[src/rtl/shift_add_datapath.sv]
// Datapath half of a shift-add multiplier: executes sequencer commands on {C,A,Q} and M,
// captures the 2N-bit product on ready and flags mis-sequenced commands.
module shift_add_datapath #(
  parameter int unsigned N = 4
) (
  input  logic           clock,
  input  logic           n_rst,
  input  logic           reset,
  input  logic           add,
  input  logic           shift,
  input  logic           ready,
  input  logic [N-1:0]   multiplicand,
  input  logic [N-1:0]   multiplier,
  output logic           Q0,
  output logic [2*N-1:0] product,
  output logic           product_valid,
  output logic           seq_error
);

  localparam int unsigned CW = $clog2(N + 1);
  localparam int unsigned PW = 2 * N;

  typedef enum logic [2:0] {
    CMD_HOLD,
    CMD_LOAD,
    CMD_CONFLICT,
    CMD_ADD,
    CMD_SHIFT,
    CMD_READY
  } cmd_t;

  logic [N-1:0]  m_reg, m_nxt;
  logic [N-1:0]  a_reg, a_nxt;
  logic          c_reg, c_nxt;
  logic [N-1:0]  q_reg, q_nxt;
  logic [CW-1:0] cnt_reg, cnt_nxt;
  logic [PW-1:0] product_reg, product_nxt;
  logic          valid_reg, valid_nxt;
  logic          err_reg, err_nxt;

  cmd_t          cmd;
  logic          cnt_full;
  logic [N:0]    sum;

  // Priority decode of the command strobes; illegal combinations collapse to CMD_CONFLICT.
  always_comb begin
    cmd = CMD_HOLD;
    if (reset) begin
      cmd = CMD_LOAD;
    end else if (add && shift) begin
      cmd = CMD_CONFLICT;
    end else if (ready && (add || shift)) begin
      cmd = CMD_CONFLICT;
    end else if (add) begin
      cmd = CMD_ADD;
    end else if (shift) begin
      cmd = CMD_SHIFT;
    end else if (ready) begin
      cmd = CMD_READY;
    end
  end

  assign cnt_full = (cnt_reg == CW'(N));
  assign sum      = {1'b0, a_reg} + {1'b0, m_reg};

  // Next-state for all datapath and status registers.
  always_comb begin
    m_nxt       = m_reg;
    a_nxt       = a_reg;
    c_nxt       = c_reg;
    q_nxt       = q_reg;
    cnt_nxt     = cnt_reg;
    product_nxt = product_reg;
    valid_nxt   = valid_reg;
    err_nxt     = err_reg;

    unique case (cmd)
      CMD_LOAD: begin
        m_nxt     = multiplicand;
        q_nxt     = multiplier;
        a_nxt     = '0;
        c_nxt     = 1'b0;
        cnt_nxt   = '0;
        valid_nxt = 1'b0;
        err_nxt   = 1'b0;
      end
      CMD_CONFLICT: begin
        err_nxt = 1'b1;
      end
      CMD_ADD: begin
        if (cnt_full) begin
          err_nxt = 1'b1;
        end else begin
          {c_nxt, a_nxt} = sum;
        end
      end
      CMD_SHIFT: begin
        if (cnt_full) begin
          err_nxt = 1'b1;
        end else begin
          a_nxt   = {c_reg, a_reg[N-1:1]};
          q_nxt   = {a_reg[0], q_reg[N-1:1]};
          c_nxt   = 1'b0;
          cnt_nxt = CW'(cnt_reg + CW'(1));
        end
      end
      CMD_READY: begin
        // A repeated ready after capture is harmless and leaves everything as is.
        if (!cnt_full) begin
          err_nxt = 1'b1;
        end else if (!valid_reg) begin
          product_nxt = {a_reg, q_reg};
          valid_nxt   = 1'b1;
        end
      end
      default: begin
      end
    endcase
  end

  always_ff @(posedge clock or negedge n_rst) begin
    if (!n_rst) begin
      m_reg       <= '0;
      a_reg       <= '0;
      c_reg       <= 1'b0;
      q_reg       <= '0;
      cnt_reg     <= '0;
      product_reg <= '0;
      valid_reg   <= 1'b0;
      err_reg     <= 1'b0;
    end else begin
      m_reg       <= m_nxt;
      a_reg       <= a_nxt;
      c_reg       <= c_nxt;
      q_reg       <= q_nxt;
      cnt_reg     <= cnt_nxt;
      product_reg <= product_nxt;
      valid_reg   <= valid_nxt;
      err_reg     <= err_nxt;
    end
  end

  // Q0 is consumed by the sequencer in the same cycle, so it comes straight off the register.
  assign Q0            = q_reg[0];
  assign product       = product_reg;
  assign product_valid = valid_reg;
  assign seq_error     = err_reg;

endmodule

[config.mk]
export PLATFORM = sky130hd
export DESIGN_NAME = shift_add_datapath
export DESIGN_NICKNAME = d
export VERILOG_FILES = /design/src/rtl/shift_add_datapath.sv
export SDC_FILE = /design/constraint.sdc
export NUM_CORES = 1
export LEC_CHECK = 0
export ABC_CLOCK_PERIOD_IN_PS = 2400
export BUFFER_PORTS_ARGS = -buffer_cell sky130_fd_sc_hd__buf_2
export CAP_MARGIN = 10
export CORE_MARGIN = 5
export CORE_UTILIZATION = 30
export DETAILED_ROUTE_END_ITERATION = 7
export GPL_ROUTABILITY_DRIVEN = 1
export MAX_ROUTING_LAYER = met4
export SYNTH_ARGS = -nofsm -noshare
export SYNTH_HDL_FRONTEND = slang
export SYNTH_SLANG_ARGS = --single-unit
export TNS_END_PERCENT = 100
[constraint.sdc]
create_clock -name clock -period 2.4 [get_ports clock]
set_clock_uncertainty 0.05 [all_clocks]
set_input_delay 0.48 -clock clock [delete_from_list [all_inputs] [get_ports clock]]
set_output_delay 0.48 -clock clock [all_outputs]
set_load 0.05 [all_outputs]
# Word level (Yosys, flattened, before mapping)
# Index checks and enable logic that the tools add are counted.
[word_totals]
mem_count = 0
inputBits = 14
out_inout_bits = 11
rom_bits = 0
latch_bits = 0
regBits = 26
ram_bits = 0
wordCells = 55
[op_classes]
n_shift = 0
reduce_logical = 13
addsub = 2
eq_ne = 11
bitwise = 1
n_div = 0
mux = 20
multipliers = 0
n_lt_le_gt_ge = 0
[ops]
columns = ["op", "n"]
rows = [
  ["two-way mux 3 bit", 7],
  ["two-way mux 4 bit", 3],
  ["one-hot mux 4 bit (3 select lines)", 1],
  ["equality test 3 bit, second input constant", 3],
  ["AND reduction 3 bit", 3],
  ["inequality test 2 bit, second input constant", 4],
  ["one-hot mux 4 bit (2 select lines)", 1],
  ["equality test 3 x 2 -> 1 bit, second input constant", 2],
  ["one-hot mux 3 bit (2 select lines)", 1],
  ["adder 4 x 4 -> 5 bit", 1],
  ["two-way mux 1 bit", 4],
  ["one-hot mux 1 bit (4 select lines)", 1],
  ["AND reduction 2 bit", 2],
  ["nonzero test 2 bit", 2],
  ["nonzero test 4 bit", 1],
  ["adder 3 x 1 -> 3 bit, second input constant", 1],
  ["equality test 3 x 1 -> 1 bit, second input constant", 1],
  ["one-hot mux 1 bit (3 select lines)", 1],
  ["nonzero test 3 bit", 1],
  ["logical AND 1 bit", 2],
  ["inequality test 2 x 1 -> 1 bit, second input constant", 1],
  ["one-hot mux 1 bit (2 select lines)", 1],
  ["OR reduction 2 bit", 1],
  ["logical OR 1 bit", 1],
  ["inverter 1 bit", 1],
]

# Longest topological paths before layout
[depth]
depth_word = 10
mapped_depth = 6
ltp_nobuf = 6

# Worst setup path before layout
# Ideal clock, no wire load.
[synth_timing]
path_type = "register to register"
startpoint = "register cnt_reg[0]"
endpoint = "register product_reg[0], in the netlist product[0]"
path_stages_with_launch = 7
setup_time_ns = 0.125
t_required_ns = 2.225
slack_ns = 0.533
arrival_ns = 1.692
synth_period_minus_slack_ns = 1.867
path_buffers = 0
path_cell_list = "dfrtp_1 inv_1 ha_1 nand2_1 or4_4 nor2_8 mux2_2"
[synth_via]
elab_chain_cells = 2
[synth_lines]
columns = ["item", "line_no", "source"]
rows = [
  ["start, declared", "36", "logic [CW-1:0] cnt_reg, cnt_nxt;"],
  ["start signal, assigned", "136", "cnt_reg <= cnt_nxt;"],
  ["equality test 3 bit", "63", "assign cnt_full = (cnt_reg == CW'(N));"],
  ["AND reduction 3 bit (no source line)", "n/a", ""],
  ["end signal, assigned", "137", "product_reg <= product_nxt;"],
  ["end, declared", "37", "logic [PW-1:0] product_reg, product_nxt;"],
]
# No other way between the ends.
# A chain may end at the register's enable or synchronous reset.

# Worst setup path after layout
[layout_timing]
startpoint = "register cnt_reg[0]"
endpoint = "register product_reg[4], in the netlist product[4]"
# Same word-level chain as after synthesis.

==> flow_summary_export.csv <==
group,metric,value,unit
status,status,"complete, no violations",
cells_and_area,largest_register_ffs,8,
global_routing,antenna_found_initial,0,
global_routing,grt_max_degree,27,
floorplan,start_util,31.5,%
flow_run,drv_cap,0,
sta,max_slew_margin,53.5,%
global_routing,grt_pass1_wl,4500,um
cts,clkTransAtPathRegs,0.09,ns
synthesis,ys_seq_area_share,51.0,%
cells_and_area,nFillCells,393,
placement,numPortBuffers,24,
synthesis,synthFlopType,"dfrtp_1",
synthesis,post_synth_num_cell_types,31,
power_and_ir_drop,switchingPower,214,uW
global_routing,first_global_vias,982,
sta,finalSetupViolCount,0,
cells_and_area,multi_input_area,594,um^2
placement,dp.final_hpwl,2020,um
critical_path,r2r-end,"product[4]$_DFFE_PN0P_",
floorplan,io-pin-count,25,
synthesis,async_reset_ff_share,100,%
power_and_ir_drop,internal-power,647,uW
cts,post_cts_buffers,0,
floorplan,die_area,0.00566,mm^2
routing,routedWlPerCell,13.9,um
cells_and_area,fin_nets,157,
power_and_ir_drop,leakagePower,0.000744,uW
placement,place_congestion,0.807,
routing,met1_length,1130,um
cts,insertion_delay,0.26,ns
sta,report.final.slew_viol_count,0,
critical_path,ff2ff_setup_slack,0.40,ns
routing,route.detailed.drc,0,
critical_path,worstPathRequired,2.51,ns
power_and_ir_drop,clkPwrFrac,32.3,%
cts,cts_sinks,26,
routing,via_count,874,
routing,drtIter0Drc,23,
power_and_ir_drop,seqPwrFrac,55.2,%
floorplan,fp-row-count,23,
power_and_ir_drop,pwr-share-comb,12.5,%
cells_and_area,syn2layout_area_growth,19.1,%
sta,rsz0062_at_grt,"no",
power_and_ir_drop,p_sw_share,24.8,%
cts,cts_buffer_depth,2,
cells_and_area,num_antenna_cells,0,
synthesis,ys_warn_count,0,
critical_path,r2r_cells,6,
synthesis,synth_fp_nets,128,
cts,cts_root_buf,"clkbuf_8",
routing,wl_met3,68,um
global_routing,track_usage,10.5,%
sta,hold_slack,0.152,ns
critical_path,cp_max_fo,8,
synthesis,syn-cell-area,0.00128,mm^2
cells_and_area,regArea,651,um^2
global_routing,overflow,0,
min_path,min_path_type,"primary input to async pin",
floorplan,core,0.00406,mm^2
routing,first_pass_iters,4,
cts,post_cts_resized,0,
power_and_ir_drop,power_density,567,mW/mm^2
cells_and_area,final_cell_mix,"dfrtp_1 (26), buf_2 (24), mux2_2 (12)",
cells_and_area,layout_commonest_cell,"dfrtp_1",
sta,finalHoldViolCount,0,
cells_and_area,drive_gt1_share,34.1,%
synthesis,netlist_instances,107,
routing,via_per_inst,4.72,
power_and_ir_drop,p_total,861,uW
power_and_ir_drop,vdd_drop_max,0.000235,V
synthesis,avgSynthCellArea,11.9,um^2
cts,ctsHtreeMaxLevel,1,
cts,holdBufCountCts,0,
sta,period_share,83.4,%
routing,ant_nets,0,
cts,numCtsBuffers,3,
floorplan,chipHeight,75.2,um
sta,timing.final.crit_period,2.00,ns
critical_path,r2r_start,"cnt_reg[0]$_DFFE_PN0P_",
critical_path,worstSetupStartpointType,"register",
critical_path,crit_type,"register to register",
routing,wl_met2,1370,um
routing,routed_wl,2580,um
critical_path,cp.arrival,2.11,ns
routing,dr.max_layer_used,"met4",
cts,cts_tree,"done",
floorplan,die_w,75.2,um
sta,tns,0,ns
synthesis,ys_seq_elements,26,
sta,worst_pin_slew,0.694,ns
sta,clock.fmax,500,MHz
synthesis,synth-edff-count,0,
critical_path,end_kind,"register",
-- power groups by stage --
stage / clock, uW / sequential, uW / combinational [uW]
CTS: 289 / 476 / 110
detailed placement: 0 / 485 / 110
floorplan: 0 / 490 / 58.9
global placement: 0 / 483 / 105
global route: 304 / 479 / 123
finish: 279 / 475 / 107
-- worst max path at each step --
stage | start | to | cells after the start
floorplan | cnt_reg[0]$_DFFE_PN0P_ | product[0]$_DFFE_PN0P_ | 6
global placement | cnt_reg[0]$_DFFE_PN0P_ | product[4]$_DFFE_PN0P_ | 6
detailed placement | reset | product[4]$_DFFE_PN0P_ | 5
CTS | cnt_reg[0]$_DFFE_PN0P_ | product[4]$_DFFE_PN0P_ | 6
global route | cnt_reg[0]$_DFFE_PN0P_ | product[0]$_DFFE_PN0P_ | 6
finish | cnt_reg[0]$_DFFE_PN0P_ | product[4]$_DFFE_PN0P_ | 6
-- cell usage after synthesis (2+ instances only) --
master,n,share of area (%)
a21o_1,2,1.2
a21oi_1,6,2.4
a22oi_1,2,1.2
dfrtp_1,26,51
ha_1,6,5.9
inv_1,6,1.8
mux2_2,12,11
mux2i_1,5,3.9
nand2_1,11,3.2
o21ai_0,7,2.7
o31ai_1,2,1.2
xor2_1,3,2.1
-- area by class of cell --
class / count / area share (%)
sequential: 26 / 42.8
multi-input combinational: 73 / 39.1
timing repair buffer: 26 / 8.89
tap: 50 / 4.12
clock buffer: 4 / 3.62
inverter: 6 / 1.48
-- cell families after synthesis --
| group | after synthesis | synth area share (%) |
|---|---|---|
| fa+ha+maj | 7 | 7.45 |
| buf+inv | 8 | 2.45 |
| compound gates | 24 | 11.7 |
| flops | 26 | 51.0 |
| mux | 17 | 14.5 |
| xor+xnor | 3 | 2.06 |
| simple gates | 22 | 10.9 |
-- critical path: stages (launching register included) --
cell and delay [ns]:
dfrtp_1 0.41, inv_1 0.07, ha_1 0.18, nand2_1 0.11, or4_4 0.54, nor2_8 0.18
mux2_2 0.35
-- metal layers --
metal	vias up	track usage (%)
met1	422	12.4
met5	-	-
li1	439	-
met2	11	18.6
met3	2	1.87
met4	0	2.33
-- metrics by stage --
stage               std cells  setup WS (ns)  utilization [%]  instance area, um^2
floorplan                 107          0.533                -                 1280
global placement          181          0.409             36.1                 1470
detailed placement        181          0.385             36.1                 1470
CTS                       185          0.379             37.5                 1520
global route              185          0.279             37.5                 1520
finish                    185          0.399             37.5                 1520
(Power assumes the default switching activity.)
